==> config.mk <==
export PLATFORM = sky130hd
export DESIGN_NAME = regfile_arbiter_flat
export DESIGN_NICKNAME = d
export VERILOG_FILES = /design/src/rtl/regfile_arbiter_if.sv /design/src/rtl/regfile_arbiter.sv /design/src/flat_wrapper.sv
export SDC_FILE = /design/constraint.sdc
export NUM_CORES = 1
export LEC_CHECK = 0
export ABC_AREA = 1
export ABC_CLOCK_PERIOD_IN_PS = 1950
export CAP_MARGIN = 20
export CORE_MARGIN = 2
export CORE_UTILIZATION = 22
export CTS_CLUSTER_SIZE = 20
export DETAILED_ROUTE_END_ITERATION = 6
export HOLD_SLACK_MARGIN = 0.02
export PLACE_DENSITY = 0.82
export RECOVER_POWER = 25
export SLEW_MARGIN = 20
export SYNTH_ARGS = -nofsm -noshare
export SYNTH_HDL_FRONTEND = slang
export SYNTH_SLANG_ARGS = --single-unit
==> constraint.sdc <==
create_clock -name clk -period 1.95 [get_ports clk]
set_input_delay 0.585 -clock clk [delete_from_list [all_inputs] [get_ports clk]]
set_output_delay 0.585 -clock clk [all_outputs]
set_load 0.05 [all_outputs]
==> src/rtl/regfile_arbiter_if.sv <==
`default_nettype none
// ============================================================================
// Module   : regfile_arbiter_if
// Brief    : Pipeline, host and regfile-side signals of the regfile arbiter.
// Revision : 1.0 - initial release
// ============================================================================
interface regfile_arbiter_if #(
  parameter int BUS_WIDTH  = 32,
  parameter int ADDR_WIDTH = 5
);
  logic                  cpu_wr_en;
  logic [ADDR_WIDTH-1:0] cpu_wr_addr;
  logic [BUS_WIDTH-1:0]  cpu_wr_data;
  logic [ADDR_WIDTH-1:0] cpu_rd2_addr;
  logic                  cpu_stall;

  logic                  host_req;
  logic                  host_we;
  logic [ADDR_WIDTH-1:0] host_addr;
  logic [BUS_WIDTH-1:0]  host_wdata;
  logic                  host_ack;
  logic [BUS_WIDTH-1:0]  host_rdata;

  logic                  rf_write;
  logic [ADDR_WIDTH-1:0] rf_writeReg;
  logic [BUS_WIDTH-1:0]  rf_writeData;
  logic [ADDR_WIDTH-1:0] rf_readReg2;
  logic [BUS_WIDTH-1:0]  rf_readData2;

  // Arbiter side
  modport slave (
    input  cpu_wr_en, cpu_wr_addr, cpu_wr_data, cpu_rd2_addr,
    input  host_req, host_we, host_addr, host_wdata,
    input  rf_readData2,
    output cpu_stall, host_ack, host_rdata,
    output rf_write, rf_writeReg, rf_writeData, rf_readReg2
  );

  // Environment side: pipeline, host and regfile
  modport master (
    output cpu_wr_en, cpu_wr_addr, cpu_wr_data, cpu_rd2_addr,
    output host_req, host_we, host_addr, host_wdata,
    output rf_readData2,
    input  cpu_stall, host_ack, host_rdata,
    input  rf_write, rf_writeReg, rf_writeData, rf_readReg2
  );
endinterface
`default_nettype wire

==> src/rtl/regfile_arbiter.sv <==
`default_nettype none
// ============================================================================
// Module   : regfile_arbiter
// Brief    : Shares the regfile write port and read port 2 between the
//            pipeline (priority) and a host, with a starvation guard.
//            Optional macro REGFILE_ARB_HOST_READ_EN enables host reads.
// Revision : 1.0 - initial release
// ============================================================================
module regfile_arbiter #(
  parameter int BUS_WIDTH    = 32,
  parameter int ADDR_WIDTH   = 5,
  parameter int STARVE_LIMIT = 4
) (
  input  wire logic         clk,
  input  wire logic         rst,
  regfile_arbiter_if.slave  bus
);

  typedef enum logic [1:0] {
    IDLE   = 2'd0,
    RD_CAP = 2'd1,
    ACK    = 2'd2
  } state_t;

  localparam logic [3:0] c_starve_limit = 4'(STARVE_LIMIT);

  state_t               r_state;
  state_t               w_next_state;
  logic [3:0]           r_starve_cnt;
  logic                 w_grant;
  logic [BUS_WIDTH-1:0] r_host_rdata;

  assign w_grant = (r_state == IDLE) && bus.host_req &&
                   (!bus.cpu_wr_en || (r_starve_cnt == c_starve_limit));

  always_ff @(posedge clk or posedge rst) begin
    if (rst) begin
      r_state <= IDLE;
    end else begin
      r_state <= w_next_state;
    end
  end

  always_comb begin
    w_next_state = r_state;
    case (r_state)
      IDLE: begin
        if (w_grant) begin
`ifdef REGFILE_ARB_HOST_READ_EN
          w_next_state = bus.host_we ? ACK : RD_CAP;
`else
          w_next_state = ACK;
`endif
        end
      end
      RD_CAP:  w_next_state = ACK;
      ACK:     w_next_state = IDLE;
      default: w_next_state = IDLE;
    endcase
  end

  // Counts host cycles lost to pipeline writes; only meaningful while waiting in IDLE
  always_ff @(posedge clk or posedge rst) begin
    if (rst) begin
      r_starve_cnt <= 4'd0;
    end else if (w_grant) begin
      r_starve_cnt <= 4'd0;
    end else if (r_state == IDLE) begin
      if (!bus.host_req) begin
        r_starve_cnt <= 4'd0;
      end else if (bus.cpu_wr_en && (r_starve_cnt != c_starve_limit)) begin
        r_starve_cnt <= r_starve_cnt + 4'd1;
      end
    end
  end

  always_comb begin
    bus.rf_write     = bus.cpu_wr_en;
    bus.rf_writeReg  = bus.cpu_wr_addr;
    bus.rf_writeData = bus.cpu_wr_data;
    bus.rf_readReg2  = bus.cpu_rd2_addr;
    if (w_grant) begin
      bus.rf_write     = bus.host_we;
      bus.rf_writeReg  = bus.host_addr;
      bus.rf_writeData = bus.host_wdata;
`ifdef REGFILE_ARB_HOST_READ_EN
      bus.rf_readReg2  = bus.host_addr;
`endif
    end else if (r_state == RD_CAP) begin
      // The pipeline is still stalled here, so its pending write must not land
      bus.rf_write     = 1'b0;
      bus.rf_readReg2  = bus.host_addr;
    end
  end

`ifdef REGFILE_ARB_HOST_READ_EN
  always_ff @(posedge clk or posedge rst) begin
    if (rst) begin
      r_host_rdata <= '0;
    end else if (r_state == RD_CAP) begin
      r_host_rdata <= bus.rf_readData2;
    end
  end
`else
  logic w_unused_rdata;
  assign w_unused_rdata = ^bus.rf_readData2;
  assign r_host_rdata   = '0;
`endif

  assign bus.cpu_stall  = w_grant || (r_state == RD_CAP);
  assign bus.host_ack   = (r_state == ACK);
  assign bus.host_rdata = r_host_rdata;

endmodule
`default_nettype wire

==> src/flat_wrapper.sv <==
// flat-port wrapper written by rule: the top's interface ports become plain ports
module regfile_arbiter_flat 
#(
  parameter int BUS_WIDTH    = 32,
  parameter int ADDR_WIDTH   = 5,
  parameter int STARVE_LIMIT = 4
)
  (clk, rst, bus_cpu_wr_en, bus_cpu_wr_addr, bus_cpu_wr_data, bus_cpu_rd2_addr, bus_host_req, bus_host_we, bus_host_addr, bus_host_wdata, bus_rf_readData2, bus_cpu_stall, bus_host_ack, bus_host_rdata, bus_rf_write, bus_rf_writeReg, bus_rf_writeData, bus_rf_readReg2);
  regfile_arbiter_if #(.BUS_WIDTH(BUS_WIDTH), .ADDR_WIDTH(ADDR_WIDTH)) bus_i ();
  input  wire logic clk;
  input  wire logic rst;
  input wire logic [$bits(bus_i.cpu_wr_en)-1:0] bus_cpu_wr_en;
  input wire logic [$bits(bus_i.cpu_wr_addr)-1:0] bus_cpu_wr_addr;
  input wire logic [$bits(bus_i.cpu_wr_data)-1:0] bus_cpu_wr_data;
  input wire logic [$bits(bus_i.cpu_rd2_addr)-1:0] bus_cpu_rd2_addr;
  input wire logic [$bits(bus_i.host_req)-1:0] bus_host_req;
  input wire logic [$bits(bus_i.host_we)-1:0] bus_host_we;
  input wire logic [$bits(bus_i.host_addr)-1:0] bus_host_addr;
  input wire logic [$bits(bus_i.host_wdata)-1:0] bus_host_wdata;
  input wire logic [$bits(bus_i.rf_readData2)-1:0] bus_rf_readData2;
  output wire logic [$bits(bus_i.cpu_stall)-1:0] bus_cpu_stall;
  output wire logic [$bits(bus_i.host_ack)-1:0] bus_host_ack;
  output wire logic [$bits(bus_i.host_rdata)-1:0] bus_host_rdata;
  output wire logic [$bits(bus_i.rf_write)-1:0] bus_rf_write;
  output wire logic [$bits(bus_i.rf_writeReg)-1:0] bus_rf_writeReg;
  output wire logic [$bits(bus_i.rf_writeData)-1:0] bus_rf_writeData;
  output wire logic [$bits(bus_i.rf_readReg2)-1:0] bus_rf_readReg2;
  assign bus_i.cpu_wr_en = bus_cpu_wr_en;
  assign bus_i.cpu_wr_addr = bus_cpu_wr_addr;
  assign bus_i.cpu_wr_data = bus_cpu_wr_data;
  assign bus_i.cpu_rd2_addr = bus_cpu_rd2_addr;
  assign bus_i.host_req = bus_host_req;
  assign bus_i.host_we = bus_host_we;
  assign bus_i.host_addr = bus_host_addr;
  assign bus_i.host_wdata = bus_host_wdata;
  assign bus_i.rf_readData2 = bus_rf_readData2;
  assign bus_cpu_stall = bus_i.cpu_stall;
  assign bus_host_ack = bus_i.host_ack;
  assign bus_host_rdata = bus_i.host_rdata;
  assign bus_rf_write = bus_i.rf_write;
  assign bus_rf_writeReg = bus_i.rf_writeReg;
  assign bus_rf_writeData = bus_i.rf_writeData;
  assign bus_rf_readReg2 = bus_i.rf_readReg2;
  regfile_arbiter #(.BUS_WIDTH(BUS_WIDTH), .ADDR_WIDTH(ADDR_WIDTH), .STARVE_LIMIT(STARVE_LIMIT)) u_core (.clk(clk), .rst(rst), .bus(bus_i));
endmodule
### Yosys cells after proc, flatten, opt, wreduce, memory -nomap -nowiden

Cells that the tools add are included.

* bits in registers: 6
* latch bits: 0
* RAM bits: 0
* bits in read-only memories: 0
* input port bits: 116
* output and inout bits: 77
* memories: 0

* add/subtract/negate cells: 1
* multipliers: 0
* divide/modulo/power cells: 0
* order comparisons: 0
* eq/ne operators: 6
* shifts and indexed selects: 0
* muxes and demuxes: 12
* bitwise logic cells: 0
* reductions and logical operators: 9

Operators by type and width (count)
* 32-bit 2-to-1 mux: 1
* 4-bit 2-to-1 mux: 4
* 5-bit 2-to-1 mux: 3
* 4-bit by 1-bit adder with 4-bit output, second input constant: 1
* 4-bit by 3-bit == test with 1-bit output, second input constant: 1
* 4-bit by 3-bit != test with 1-bit output, second input constant: 1
* 2-bit case mux with 2 select lines: 1
* 1-bit logical AND: 3
* 3-bit by 1-bit != test with 1-bit output, second input constant: 1
* 2-bit by 1-bit == test with 1-bit output, second input constant: 1
* 2-bit == test, second input constant: 1
* 2-bit logical NOT: 1
* 1-bit logical OR: 2
* 1-bit 2-to-1 mux: 2
* 2-bit 2-to-1 mux: 1
* 2-bit by 1-bit != test with 1-bit output, second input constant: 1
* 2-bit AND reduction: 1
* 2-bit nonzero test: 1
* 1-bit logical NOT: 1

### Depth between registers and ports, before layout

* depth after elaboration: 6
* mapped depth: 8
* mapped depth without buffers: 7

### Worst setup path before layout

No wires, ideal clock.

* path kind: flip-flop to output port
* start: reg u_core.r_state[1]
* end: out bus_rf_writeData[18]
* data arrival time: 1.567 ns
* path slack: -0.202 ns
* cell stages (with the launch flop): 6
* path buffers: 2
* cell sequence: dfrtp_1 nor2_2 buf_4 buf_6 nand3_2 nand2_1

* cells in the longest elaborated chain, start to end: 4

RTL lines
* start: declaration: line regfile_arbiter.sv:27 `state_t r_state;`
* start signal: assignment: line regfile_arbiter.sv:40 `r_state <= w_next_state;`
* 2-bit logical NOT: line regfile_arbiter.sv:33 `assign w_grant = (r_state == IDLE) && bus.host_req &&`
* 1-bit logical AND (2 in a row): line regfile_arbiter.sv:33
* 32-bit 2-to-1 mux: line regfile_arbiter.sv:82 `if (w_grant) begin`
* end: declaration: line flat_wrapper.sv:26 `output wire logic [$bits(bus_i.rf_writeData)-1:0] bus_rf_writeData;`

Every way passes these cells.

### Final worst setup path

* start: in bus_cpu_wr_en
* end: out bus_rf_writeData[22]

* cells in the longest elaborated chain, start to end: 4

RTL lines
* start: declaration: line flat_wrapper.sv:12 `input wire logic [$bits(bus_i.cpu_wr_en)-1:0] bus_cpu_wr_en;`
* 1-bit logical NOT: line regfile_arbiter.sv:34 `(!bus.cpu_wr_en || (r_starve_cnt == c_starve_limit));`
* 1-bit logical OR: line regfile_arbiter.sv:34
* 1-bit logical AND: line regfile_arbiter.sv:33
* 32-bit 2-to-1 mux: line regfile_arbiter.sv:82

Every way passes these cells.

==> impl_metrics.csv <==
group,metric,value,unit
run_status,run_status,"complete, but fails checks",
run_status,violations,"negative setup slack",
setup_path,endpoint_kind,"output port",
floorplanning,initial_core_util,0.229,
power_and_ir_drop,peakVddDrop,0.436,mV
sta,setup_viol,39,
power_and_ir_drop,power.density,448,nW/µm²
setup_path,worstSetupPathType,"primary input to output port",
synth,synth_edf_count,0,
routing,top_layer,"met4",
power_and_ir_drop,cellLeakagePower,1.56,nW
setup_path,crit_fanout,7,
routing,wl_per_cell,14.3,µm
clock_network,cts-root-buf,"clkbuf_8",
finish,seqCellArea,126,µm²
synth,yosysTopAreaCell,"nand2_1",
synth,yosysMostFrequentCell,"nand2_1",
synth,postSynth.asyncResetShare,1.00,
floorplanning,fp.coreArea,5110,µm²
floorplanning,row_count,26,
placement,place_area,2310,µm²
routing,drc_errors,0,
sta,period_needed,2200,ps
global_routing,grt_antenna_before_repair,0,
clock_network,clk_pin_slew,40,ps
power_and_ir_drop,finalPower,1.50,mW
synth,ys_top_cells_by_count,"91 x nand2_1, 38 x buf_4, 30 x nand3_1",
clock_network,hold_buffers,0,
setup_path,crit_arrival,1610,ps
setup_path,crit_path_start_kind,"primary input",
sta,rsz0062_at_grt,"true",
floorplanning,die_area,5920,µm²
finish,fin_area,3350,µm²
sta,fmax,0.455,GHz
finish,layout-drive-gt1-share,0.516,
routing,drt-initial-drc-count,26,
placement,port-buffer-count,118,
synth,syn_inst,201,
sta,layout_setup_ws,-250,ps
sta,drv_slew,0,
placement,gp_congestion,0.714,
routing,first_pass_iters,4,
synth,synth_top_area_share,0.292,
finish,antenna_cells,0,
routing,routed-via-count,1742,
global_routing,grt_pass1_vias,1744,
synth,ys_seq_elements,5,
routing,wl_met1,1980,µm
setup_path,required,1360,ps
synth,ys_warn_count,0,
finish,multiInputGateArea,1200,µm²
floorplanning,die_h,76.9,µm
sta,tns,-7970,ps
clock_network,clkSinkCount,5,
synth,synth_cell_type_count,17,
routing,ant_nets,0,
min_path,hp-class,"flop to flop",
global_routing,grt-ovfl-total,0,
sta,timing.final.crit_share,1.13,
placement,pre_cts_ws,-523,ps
routing,avgViaCountPerCell,4.28,
synth,syn_avg_cell_area,5.82,µm²
global_routing,grt_use_total,0.162,
global_routing,grt_pass1_wl,7900,µm
synth,syn_area,1170,µm²
clock_network,cts_tree,"built",
sta,hold_violations,0,
placement,hpwlAfterDp,3320,µm
finish,nNetsFinal,456,
sta,fin_skew,3.42,ps
synth,ys_seq_area_frac,0.107,
finish,post-route-util,0.657,
clock_network,cts_made_buffers,3,
routing,dr_wl_met3,488,µm
finish,fillers,416,
clock_network,clk_latency,220,ps
synth,synth_area_leaders,"nand2_1 29%, buf_4 24%, nand3_1 13%, dfrtp_1 11%, nand3_2 8.6%",
routing,met2WireLength,3250,µm
finish,area_delta_synth_final,187,%
global_routing,grt_max_degree,23,
clock_network,clockBufferDepth,2,
routing,routed_wl,5820,µm
floorplanning,die_w,76.9,µm
synth,ys.flop_type,"dfrtp_1",
floorplanning,io_pins,193,
clock_network,htree_levels,1,
job,drv_cap,0,
timing repair:
action | in CTS | in global routing
endpoints found under the setup margin | 39 | 39
pin swaps | 9 | 20
setup buffers | 14 | 2
gates cloned | 3 | 7
resized for setup | 84 | 94
cell usage in the layout (no fill, tap or decap), types with 2 or more instances in the layout:
| master | count |
|---|---|
| clkbuf_16 | 6 |
| nand3_2 | 13 |
| buf_4 | 10 |
| conb_1 | 32 |
| clkbuf_8 | 3 |
| nand3_1 | 20 |
| nand2_8 | 2 |
| buf_8 | 34 |
| buf_12 | 9 |
| inv_1 | 3 |
| inv_2 | 4 |
| dfrtp_1 | 4 |
| nand2_4 | 22 |
| clkdlybuf4s50_1 | 75 |
| nand2_1 | 23 |
| buf_6 | 12 |
| nand3_4 | 7 |
| nand2_2 | 45 |
routing by layer:
metal  vias up  GRT usage
met5         -          0
met4         0     0.0509
met3        10     0.0353
met2        92      0.327
met1       806      0.160
li1        834          -
metrics by stage:
stage          hold WS, ps  std cells
2_1_floorplan          363        232
3_3_place_gp           496        379
3_5_place_dp           501        379
4_1_cts                507        400
5_1_grt                544        407
6_report               505        407
critical path, stage by stage:
cell           delay [ps]
dlygate4sd2_1         320
nand2_8               100
nand2_8               130
buf_6                 180
nand2_2                70
nand2_2                80
buf_8                 140
path summary, 6_finish.rpt:
path / startpoint / end / slack, ps / cells after the start
max reg2reg: u_core.r_starve_cnt[1]$_DFFE_PP0P_ / u_core.r_starve_cnt[1]$_DFFE_PP0P_ / 430 / 10
max in group asynchronous: rst / u_core.r_state[1]$_DFFE_PP0P_ / 1080 / 2
max: bus_cpu_wr_en / bus_rf_writeData[22] / -250 / 7
min reg2reg: u_core.r_starve_cnt[3]$_DFFE_PP0P_ / u_core.r_starve_cnt[3]$_DFFE_PP0P_ / 510 / 2
min in group asynchronous: rst / u_core.r_starve_cnt[2]$_DFFE_PP0P_ / 700 / 2
min: u_core.r_starve_cnt[3]$_DFFE_PP0P_ / u_core.r_starve_cnt[3]$_DFFE_PP0P_ / 510 / 2
sequential cells by signal, summed over array words and instances (netlist names):
signal / count
u_core.r_state: 1
u_core.r_starve_cnt: 4
cell type report:
type	count	share of cell area
inverter	8	0.0127
multi-input combinational	170	0.357
sequential	5	0.0377
timing repair buffer	150	0.553
tap	70	0.0261
clock buffer	4	0.0134
cell families (layout without fill, tap and decap cells):
group	after synthesis	count (layout)	share of synthesized area
xor+xnor	1	1	0.00749
fa+ha+maj	2	2	0.0214
buf+inv	57	162	0.334
flops	5	5	0.107
other cells	1	32	0.00321
simple gates	135	135	0.527
power breakdown:
| part | switching, mW | internal (mW) | leakage, nW |
|---|---|---|---|
| logic | 0.681 | 0.517 | 1.47 |
| registers | 0.00373 | 0.109 | 0.0666 |
| clock network | 0.0507 | 0.140 | 0.0228 |
(Power assumes the default switching activity.)
